===== src/rtl/ram_arb_pkg.sv =====
// Shared constants and types for the two-port arbiter in front of the 1024x64 RAM macro.
package ram_arb_pkg;

  localparam int unsigned AW = 10;
  localparam int unsigned DW = 64;
  localparam int unsigned NB = DW / 8;

  typedef logic [0:0] port_t;

  typedef enum logic [1:0] {
    EMPTY,
    INFLIGHT,
    FULL
  } slot_state_t;

  typedef struct packed {
    logic [NB-1:0] we;
    logic [AW-1:0] a;
    logic [DW-1:0] di;
  } ram_req_t;

endpackage


===== src/rtl/ram_arb_rsp_slot.sv =====
// Per-port read response slot: tracks one outstanding read and holds its data until consumed.
module ram_arb_rsp_slot
  import ram_arb_pkg::*;
(
  input  logic          clk,
  input  logic          rst_n,
  input  logic          grant_rd,
  input  logic          rready,
  input  logic [DW-1:0] ram_do,
  output logic          read_eligible,
  output logic          rvalid,
  output logic [DW-1:0] rdata
);

  slot_state_t state_q, state_d;

  // State register and read-data capture one cycle after the macro read
  always_ff @(posedge clk or negedge rst_n) begin
    if (!rst_n) begin
      state_q <= EMPTY;
      rdata   <= '0;
    end else begin
      state_q <= state_d;
      if (state_q == INFLIGHT) rdata <= ram_do;
    end
  end

  always_comb begin
    state_d = state_q;
    case (state_q)
      EMPTY:    if (grant_rd) state_d = INFLIGHT;
      INFLIGHT: state_d = FULL;
      FULL:     if (rready) state_d = grant_rd ? INFLIGHT : EMPTY;
      default:  state_d = EMPTY;
    endcase
  end

  // A FULL slot may take a new read in the same cycle its data is consumed
  assign read_eligible = (state_q == EMPTY) || ((state_q == FULL) && rready);
  assign rvalid        = (state_q == FULL);

endmodule


===== src/rtl/ram_1024x64_arbiter.sv =====
// Round-robin arbiter and sequencer giving two requesters access to one single-port RAM macro.
module ram_1024x64_arbiter
  import ram_arb_pkg::*;
(
  input  logic          clk,
  input  logic          rst_n,
  input  logic          p0_valid,
  output logic          p0_ready,
  input  logic [NB-1:0] p0_we,
  input  logic [AW-1:0] p0_a,
  input  logic [DW-1:0] p0_di,
  output logic          p0_rvalid,
  input  logic          p0_rready,
  output logic [DW-1:0] p0_do,
  input  logic          p1_valid,
  output logic          p1_ready,
  input  logic [NB-1:0] p1_we,
  input  logic [AW-1:0] p1_a,
  input  logic [DW-1:0] p1_di,
  output logic          p1_rvalid,
  input  logic          p1_rready,
  output logic [DW-1:0] p1_do,
  output logic          ram_en,
  output logic [NB-1:0] ram_we,
  output logic [AW-1:0] ram_a,
  output logic [DW-1:0] ram_di,
  input  logic [DW-1:0] ram_do
);

  ram_req_t req0, req1, win_req;
  port_t    last_q, win;
  logic     rd_elig0, rd_elig1, elig0, elig1, gnt_any;
  logic     grant_rd0, grant_rd1;

  assign req0 = '{we: p0_we, a: p0_a, di: p0_di};
  assign req1 = '{we: p1_we, a: p1_a, di: p1_di};

  // Writes are always eligible; reads only when the response slot can take them
  assign elig0 = rst_n & p0_valid & ((|p0_we) | rd_elig0);
  assign elig1 = rst_n & p1_valid & ((|p1_we) | rd_elig1);

  always_comb begin
    gnt_any = elig0 | elig1;
    win     = 1'b0;
    if (elig0 && elig1) win = ~last_q;
    else if (elig1)     win = 1'b1;
  end

  assign p0_ready  = gnt_any & (win == 1'b0);
  assign p1_ready  = gnt_any & (win == 1'b1);
  assign grant_rd0 = p0_ready & ~(|p0_we);
  assign grant_rd1 = p1_ready & ~(|p1_we);

  assign win_req = win[0] ? req1 : req0;
  assign ram_en  = gnt_any;
  assign ram_we  = gnt_any ? win_req.we : '0;
  assign ram_a   = win_req.a;
  assign ram_di  = win_req.di;

  // Last-granted port; reset to 1 so port 0 wins the first conflict
  always_ff @(posedge clk or negedge rst_n) begin
    if (!rst_n)       last_q <= 1'b1;
    else if (gnt_any) last_q <= win;
  end

  ram_arb_rsp_slot u_slot0 (
    .clk          (clk),
    .rst_n        (rst_n),
    .grant_rd     (grant_rd0),
    .rready       (p0_rready),
    .ram_do       (ram_do),
    .read_eligible(rd_elig0),
    .rvalid       (p0_rvalid),
    .rdata        (p0_do)
  );

  ram_arb_rsp_slot u_slot1 (
    .clk          (clk),
    .rst_n        (rst_n),
    .grant_rd     (grant_rd1),
    .rready       (p1_rready),
    .ram_do       (ram_do),
    .read_eligible(rd_elig1),
    .rvalid       (p1_rvalid),
    .rdata        (p1_do)
  );

endmodule


===== config.mk =====
export PLATFORM = sky130hd
export DESIGN_NAME = ram_1024x64_arbiter
export DESIGN_NICKNAME = d
export VERILOG_FILES = /design/src/rtl/ram_arb_pkg.sv /design/src/rtl/ram_arb_rsp_slot.sv /design/src/rtl/ram_1024x64_arbiter.sv
export SDC_FILE = /design/constraint.sdc
export NUM_CORES = 1
export LEC_CHECK = 0
export ABC_AREA = 1
export CAP_MARGIN = 10
export CORE_AREA = 2 2 176 178
export CTS_CLUSTER_SIZE = 10
export DETAILED_ROUTE_END_ITERATION = 10
export DIE_AREA = 0 0 178 180
export GPL_TIMING_DRIVEN = 0
export PLACE_DENSITY = 0.62
export SLEW_MARGIN = 10
export SYNTH_ARGS = -nofsm -noshare
export SYNTH_HDL_FRONTEND = slang
export SYNTH_SLANG_ARGS = --single-unit

===== constraint.sdc =====
create_clock -name clk -period 1.37 [get_ports clk]
set_input_delay 0.137 -clock clk [delete_from_list [all_inputs] [get_ports clk]]
set_output_delay 0.137 -clock clk [all_outputs]
set_load 0.01 [all_outputs]

# --- Yosys cells after proc, flatten, opt, wreduce, memory -nomap -nowiden ---
# Cells that the tools add are included.
op_classes:
  eq_ne: 8
  n_bitwise: 15
  n_reduce_logical: 11
  n_mux: 12
op_table:
  columns: ["cell", "count"]
  rows:
  - ["two-way mux 82 bit", 1]
  - ["OR reduction 8 bit", 2]
  - ["case mux 2 bit (3 select lines)", 2]
  - ["bitwise AND 1 bit", 8]
  - ["two-way mux 2 bit", 4]
  - ["two-way mux 8 bit", 1]
  - ["!= test 2 x 1 -> 1 bit, second input constant", 4]
  - ["== test 2 x 1 -> 1 bit, second input constant", 2]
  - ["== test 2 bit, second input constant", 2]
  - ["zero test 2 bit", 2]
  - ["two-way mux 1 bit", 4]
  - ["inverter 1 bit", 4]
  - ["AND reduction 2 bit", 2]
  - ["logical AND 1 bit", 3]
  - ["bitwise OR 1 bit", 3]
  - ["logical OR 1 bit", 2]
word_totals:
  ff_bits: 133
  wordCells: 51
  out_inout_bits: 215
  inputBits: 234

# --- Depth between registers and ports, before layout ---
logic_depth:
  depth_word: 13
  depth_mapped: 10
  depth_no_buf: 8

# --- By module ---
# Synthesis repeated with hierarchy kept, for this count alone.
unflattened:
  hier_cells: 883
  hier_area_um2: 6555.0
by_module_without_submodules:
  columns: ["mod", "instances", "cells_per_inst", "area_each_um2", "seq_area_each_um2"]
  rows:
  - ["ram_arb_rsp_slot", 2, 291, 2621.3, 1651.6]
  - ["ram_1024x64_arbiter", 1, 301, 1312.5, 26.3]

# --- Worst setup path before layout ---
# OpenSTA, ideal clock, no wires.
synth_path:
  path_kind: "flip-flop to output port"
  startpoint: "register u_slot1.state_q[1]"
  endpoint: "output port ram_a[0]"
  required_time_ns: 1.233
  arrival_ns: 1.270
  path_buffers: 2
  slack_ns: -0.037
  path_stages_with_launch: 9
  path_cell_list: "dfrtp_1 inv_2 or2_1 nand2_1 a21oi_2 buf_4 buf_2 nand3_1 nand2_1"
synth_via:
  elab_chain_len: 8
  elab_cells_between_ends: 10
  classes_between: "eq/ne (1); mux (3); bitwise (2); reduce/logical (4)"
synth_rtl:
  columns: ["item", "line", "rtl"]
  rows:
  - ["start, declared", "ram_arb_rsp_slot.sv:15", "slot_state_t state_q, state_d;"]
  - ["start signal, assigned", "ram_arb_rsp_slot.sv:23", "state_q <= state_d;"]
  - ["== test 2 bit", "ram_arb_rsp_slot.sv:39", "assign read_eligible = (state_q == EMPTY) || ((state_q == FULL) && rready);"]
  - ["logical AND 1 bit", "ram_arb_rsp_slot.sv:39", null]
  - ["logical OR 1 bit (*)", "ram_arb_rsp_slot.sv:39", null]
  - ["bitwise OR 1 bit (*)", "ram_1024x64_arbiter.sv:40", "assign elig1 = rst_n & p1_valid & ((|p1_we) | rd_elig1);"]
  - ["bitwise AND 1 bit (*)", "ram_1024x64_arbiter.sv:40", null]
  - ["two-way mux 1 bit or logical AND 1 bit (tied branches)", "ram_1024x64_arbiter.sv:46, ram_1024x64_arbiter.sv:45", null]
  - ["two-way mux 1 bit (*)", "ram_1024x64_arbiter.sv:45", "if (elig0 && elig1) win = ~last_q;"]
  - ["two-way mux 82 bit (*)", "ram_1024x64_arbiter.sv:54", "assign win_req = win[0] ? req1 : req0;"]
  - ["end, declared", "ram_1024x64_arbiter.sv:25", "output logic [AW-1:0] ram_a,"]
# Every way passes the cells marked *; elsewhere a longest branch is shown, timed or not.

# --- Final worst setup path ---
layout_path:
  startpoint: "register u_slot1.state_q[1]"
  endpoint: "output port ram_di[51]"
layout_via:
  elab_chain_len: 8
  elab_cells_between_ends: 10
  classes_between: "eq/ne (1); mux (3); bitwise (2); reduce/logical (4)"
layout_rtl:
  columns: ["item", "line", "rtl"]
  rows:
  - ["== test 2 bit", "ram_arb_rsp_slot.sv:39", null]
  - ["logical AND 1 bit", "ram_arb_rsp_slot.sv:39", null]
  - ["logical OR 1 bit (*)", "ram_arb_rsp_slot.sv:39", null]
  - ["bitwise OR 1 bit (*)", "ram_1024x64_arbiter.sv:40", null]
  - ["bitwise AND 1 bit (*)", "ram_1024x64_arbiter.sv:40", null]
  - ["two-way mux 1 bit or logical AND 1 bit (tied branches)", "ram_1024x64_arbiter.sv:46, ram_1024x64_arbiter.sv:45", null]
  - ["two-way mux 1 bit (*)", "ram_1024x64_arbiter.sv:45", null]
  - ["two-way mux 82 bit (*)", "ram_1024x64_arbiter.sv:54", null]
  - ["end, declared", "ram_1024x64_arbiter.sv:26", "output logic [DW-1:0] ram_di,"]
# Marks and branches as above.

==> flow_summary.ini <==
[timing]
fin_setup_tns_ns = -59.57
slew_headroom_pct = 72.1
slew_viol_final = 0
rsz0062_at_grt = yes
setup_viol = 88
tightest_slew_ns = 0.419
hold_violations = 64
hold_ws_ns = -0.306
worst_slack_ns = -0.790
max_freq_mhz = 463
fin_crit_sh_pct = 158
clock_skew_ns = 0.0135
fin_crit_ns = 2.16

[logic_synthesis]
ys_ff_latch = 133
synth_top_area_share_pct = 52.5
syn_area_per_cell_um2 = 7.68
synth_area_leader_cell = dfrtp_1
ys_types = 16
ys_seq_area_share_pct = 52.9
syn_inst = 820
syn_nets = 1054
synthesis.area_um2 = 6300
yosys-top-cells-area = dfrtp_1, nand2_1, o21ai_0
yosys_warnings = 0

[critical_path]
slowest_delay_ns = 0.38
worst_setup_path_end_kind = primary output
arrival_ns = 2.02
crit_path_cell_trace = inv_2 > or2_4 > nand2_4 > a21oi_4 > buf_12 > nand2_8 > buf_12 > buf_12 > buf_6 > nand2_2 > nand2_2 > buf_6
critPathBufInv = 6
cp-start-kind = flip-flop
crit_fanout = 7
critPathSlowestCell = dfrtp_1
critical_path_required_ns = 1.23
cpMostUsedCell = buf_12
critPathKind = reg2out
path_delay_family = buffers and inverters

[grt]
antenna_found_initial = 1
grt_pass1_wl_um = 46300
grt_remaining_overflow = 0
grt_max_degree = 69
grt_use_total_pct = 19.3
grt_pass1_vias = 7617

[pwr]
p_per_area_nw_per_um2 = 906
sw_frac_of_total_pct = 27.3
p_sw_mw = 3.28
internal_power_mw = 8.73
combinationalPowerShare_pct = 24.5
p_leak_nw = 6.24
clockPowerShare_pct = 40.7
finalPower_mw = 12.0
sequentialPowerShare_pct = 34.9
vdd_drop_max_uv = 720

[final_layout]
n_antenna_cell = 0
utilization_pct = 43.9
design_area_um2 = 13300
syn2layout_area_growth_pct = 110
nets = 1559
drive_gt1_share_pct = 27.1

[detailed_routing]
drt_iter0_markers = 243
drtPass1Iterations = 5
wl_per_cell_um = 18.7
post-route-drc-count = 0
vias = 7515
ant_nets = 0
routed_via_density = 4.33
routed_wl_um = 32400

[die]
start_util_pct = 20.9
io_pins = 449
core_area_um2 = 30200
die_x_um = 178
die_h_um = 180
rows = 64
dieArea_um2 = 32000

[clocking]
root_buffer = clkbuf_16
cts_tree = yes
cts.sink_count = 133
clkLatencyLatePin_ns = 0.41
clockBufferDepth = 2
cts_made_buffers = 17
cts.htree.levels = 4
cts.clk_slew.worst_paths_ns = 0.07

[place]
place_congestion = 0.862
port_buffers = 448
dp_hpwl_um = 24400
dpl_cell_area_um2 = 11500

[run_status]
status = complete, but fails checks
violations = negative hold slack, negative setup slack

[run]
drv_cap = 0

[min_path]
worstHoldPathType = in2async
[power by group through the flow]
| stage | clock network [mW] | registers (mW) | logic [mW] |
|---|---|---|---|
| 4_1_cts | 4.99 | 4.19 | 2.81 |
| 6_report | 4.88 | 4.19 | 2.94 |
| 5_1_grt | 5.16 | 4.20 | 3.15 |
| 3_5_place_dp | 0 | 4.26 | 2.58 |
| 3_3_place_gp | 0 | 4.26 | 2.56 |
| 2_1_floorplan | 0 | 4.32 | 0.736 |
[routing by layer]
layer  wire [µm]  global-route usage (%)  part of all wire, %  vias up
li1            -                       -                    -     3588
met1       12000                    20.7                   37     3563
met2       16400                    34.3                   51      320
met3        2920                    7.15                  9.0       44
met4        1100                    7.31                  3.4        0
met5           0                       0                    0        -
[area by class of cell]
class                      instances  area [µm²]
sequential                       133        3330
clock buffer                      18         439
timing repair buffer             487        4980
clock inverter                    14         189
multi-input combinational        550        2890
fill                            3017       16900
buffer                            54         622
inverter                          82         308
tap                              396         495
[cells in the mapped netlist (all sizes together)]
library cell  number
dfrtp            132
o21ai            132
nand3             85
a21oi              1
dfstp              1
nor2              22
inv               82
nand2            308
or2                2
buf               29
clkbuf            26
[timing repair]
item                                   CTS  global route
gates cloned                             8             5
buffers inserted                        18             6
resized for setup                      732            86
pin swaps                               18             8
endpoints found under the hold margin   98           132
setup endpoints to repair              344           208
[cell families after synthesis]
kind of cell | Yosys count | synth area share, %
buffers and inverters | 137 | 9.80
AO/OA/AOI/OAI | 133 | 10.6
flip-flops | 133 | 52.9
AND/OR/NAND/NOR | 417 | 26.7
[worst paths after layout]
| kind | from | to | slack [ns] | cells after the start |
|---|---|---|---|---|
| setup / recovery | u_slot1.state_q[1] | ram_di[51] | -0.79 | 12 |
| hold / removal | rst_n | u_slot0.rdata[10] | -0.31 | 2 |
| setup reg to reg | u_slot1.state_q[1] | u_slot1.state_q[0] | -0.14 | 10 |
| hold reg to reg | u_slot1.rdata[51] | u_slot1.rdata[51] | 0.48 | 2 |
| max in group asynchronous | rst_n | u_slot1.rdata[36] | 0.89 | 3 |
| min in group clk | ram_do[61] | u_slot0.rdata[61] | 0.29 | 3 |
[registers in the layout, summed over array words and instances (netlist names)]
signal	flops
u_slot1.state_q	2
u_slot1.rdata	64
u_slot0.rdata	64
u_slot0.state_q	2
last_q	1
[cells in the final DEF (no fill, tap or decap), drive strengths merged, types with 2 or more instances in the layout]
cell type        n
dfrtp          132
nor2            22
clkbuf          41
clkinv           3
dlygate4sd2    128
buf            155
nand3           85
nand2          308
or2              2
inv             89
bufinv           3
o21ai          132
clkdlybuf4s50  232
[through the flow]
step | cells | hold WS [ns] | setup slack (ns)
2_1_floorplan | 820 | -0.159 | -0.00802
3_3_place_gp | 1664 | 0.465 | -6.36
3_5_place_dp | 1665 | 0.171 | -1.60
4_1_cts | 1723 | -0.389 | -0.858
5_1_grt | 1734 | -0.334 | -0.883
6_report | 1734 | -0.306 | -0.790
Power figures use the tool's default switching activity.
==> patch: new RTL, same flow settings <==
Make the reset (`rst_n`) synchronous in 2 clocked blocks.
--- a/src/rtl/ram_arb_rsp_slot.sv
+++ b/src/rtl/ram_arb_rsp_slot.sv
@@ -15,7 +15,7 @@
   slot_state_t state_q, state_d;
 
   // State register and read-data capture one cycle after the macro read
-  always_ff @(posedge clk or negedge rst_n) begin
+  always_ff @(posedge clk) begin
     if (!rst_n) begin
       state_q <= EMPTY;
       rdata   <= '0;
--- a/src/rtl/ram_1024x64_arbiter.sv
+++ b/src/rtl/ram_1024x64_arbiter.sv
@@ -58,7 +58,7 @@
   assign ram_di  = win_req.di;
 
   // Last-granted port; reset to 1 so port 0 wins the first conflict
-  always_ff @(posedge clk or negedge rst_n) begin
+  always_ff @(posedge clk) begin
     if (!rst_n)       last_q <= 1'b1;
     else if (gnt_any) last_q <= win;
   end
Function: differs if rst_n is asserted again (counterexample within 4 cycles, from zero or initial values and one cycle with rst_n low); with rst_n held inactive, the same outputs for 4 cycles.
==> patch against the unedited design <==
The run ends with negative setup slack left; setup slack improved by 120 ps; routed wire length is 2.9% higher; count of clock-buffer cells in the layout did not move; utilization is 2.7 points lower; register-to-register slack gained 170 ps; synthesized area fell by 5.8%; design area shrank 6.2%; first-iteration DRC count up 7.4%; cell count increased by 4.3%; sequential cell count did not move; critical path depth down 1; total power is 12% lower; non-clock buffer count grew 6; critical path type unchanged; sequential power is 7.4% lower.
==> patch: results (changes against the unedited design) <==
synth:
  synth_area_leaders: "dfxtp_1, nor2_1, nand2_1"
  yosysTopAreaCell: "dfxtp_1"
  async_reset_ff_share_pct: 0  # -100 points
  synth_seq_area_share_pct: 44.9  # -8.0 points
  synth_commonest_cells: "nor2_1, nand2_1, dfxtp_1, o21ai_0, nand3_1"
  synth_nets: 1134  # +7.6%
timing:
  holdWs_ps: 332  # +638 ps
  final.setup.tns_ps: -49350  # +10,220 ps
  setup_viol: 85  # -3.4%
  setup_ws_ps: -674  # +116 ps
route:
  vias: 7837  # +4.3%
  wire_per_inst_um: 18.4  # -1.4%
  drt_first_pass_iters: 4  # -1
  drt_iter0_markers: 261  # +7.4%
setup_path:
  rr_worst_depth: 6  # -4
  reg2reg_slack_ps: 30  # +170 ps
  critPathMaxStageDelay_ps: 330  # -50 ps
  worstSetupEndpoint: "ram_di[39]"
  crit_arrival_ps: 1910  # -110 ps
  cpMaxStageDelayCell: "dfxtp_2"
  worstReg2RegEnd: "u_slot0.rdata[16]$_SDFFE_PN0N_"
  crit_fanout: 8  # +1
  cp-startpoint: "u_slot0.state_q[1]$_SDFFE_PN0P_"
power_and_ir_drop:
  peakVddDrop_mv: 0.704  # -2.3%
  sw_frac_of_total_pct: 27.2  # -0.048 points
  p_leak_nw: 6.18  # -0.81%
placement:
  io_buffers: 448  # unchanged
  hpwl_um: 25300  # +3.9%
  place.gp.congestion: 0.926  # +7.5%
grt:
  grt_first_pass_wirelength_um: 48500  # +4.7%
  antenna_found_initial: 3  # +2
  grt_max_degree: 17  # -75%
  grt_pass1_vias: 7988  # +4.9%
  grt.total_usage_pct: 20.0  # +0.66 points
status:
  status: "complete, but fails checks"
  violations: "negative setup slack"
finish:
  reg_top3: "u_slot0.rdata (64), u_slot1.rdata (64)"
  fillers: 3176  # +5.3%
  nets: 1632  # +4.7%
  drive_gt1_share_pct: 23.8  # -3.3 points
worst_hold_path:
  hp-class: "input port to flop"
-- patch: final cells by class --
cell class                 instances  area share, %
timing repair buffer             480           37.1
multi-input combinational        677           27.1
sequential                       133           21.5
buffer                            67           5.00
tap                              396           3.99
clock buffer                      18           3.53
clock inverter                    14           1.03
inverter                          22          0.725
antenna                            2         0.0403
-- patch: routing by layer --
metal	part of all wire, %	routed length, um	GRT usage, %	vias to the layer above
met4	3.4	1140	8.72	2
met1	38	12800	22.2	3618
met3	8.2	2720	5.90	50
met2	50	16700	35.0	297
li1	-	-	-	3870
met5	0.039	13	0	-
-- patch: per-stage QoR --
step,util (%),instance area (sq um),std cells,power (mW),setup WS (ps)
2_1_floorplan,-,5930,900,4.50,64.0
3_3_place_gp,36.1,10900,1744,5.90,-1450
3_5_place_dp,36.1,10900,1744,5.89,-1480
4_1_cts,40.0,12100,1797,10.6,-697
5_1_grt,41.2,12400,1809,10.9,-777
6_report,41.2,12400,1809,10.5,-674
-- patch: power by group through the flow --
stage                     Sequential, mW  Clock (mW)  Combinational (mW)
final                               3.88        4.43                2.24
after floorplan                     3.96           0               0.537
after detailed placement            3.96           0                1.93
after CTS                           3.88        4.52                2.17
after global placement              3.96           0                1.93
after global routing                3.88        4.68                2.35
-- patch: what timing repair did --
item,in CTS,in global routing
setup buffers,14,10
cloned,7,3
hold buffers,0,0
setup endpoints to repair,343,197
pin swaps,34,15
resized for setup,756,99
-- patch: worst reg2reg max path: cells and delay by family (launching register included) --
family        cells  cell delay, ps
buf+inv           3             450
flops             1             320
simple gates      3             460
-- patch: cells by family after synthesis --
kind of cell           synth area share (%)
and+or+nand+nor                        36.2
AOI/OAI and AO/OA                      11.5
DFF                                    44.9
buffers and inverters                  7.36
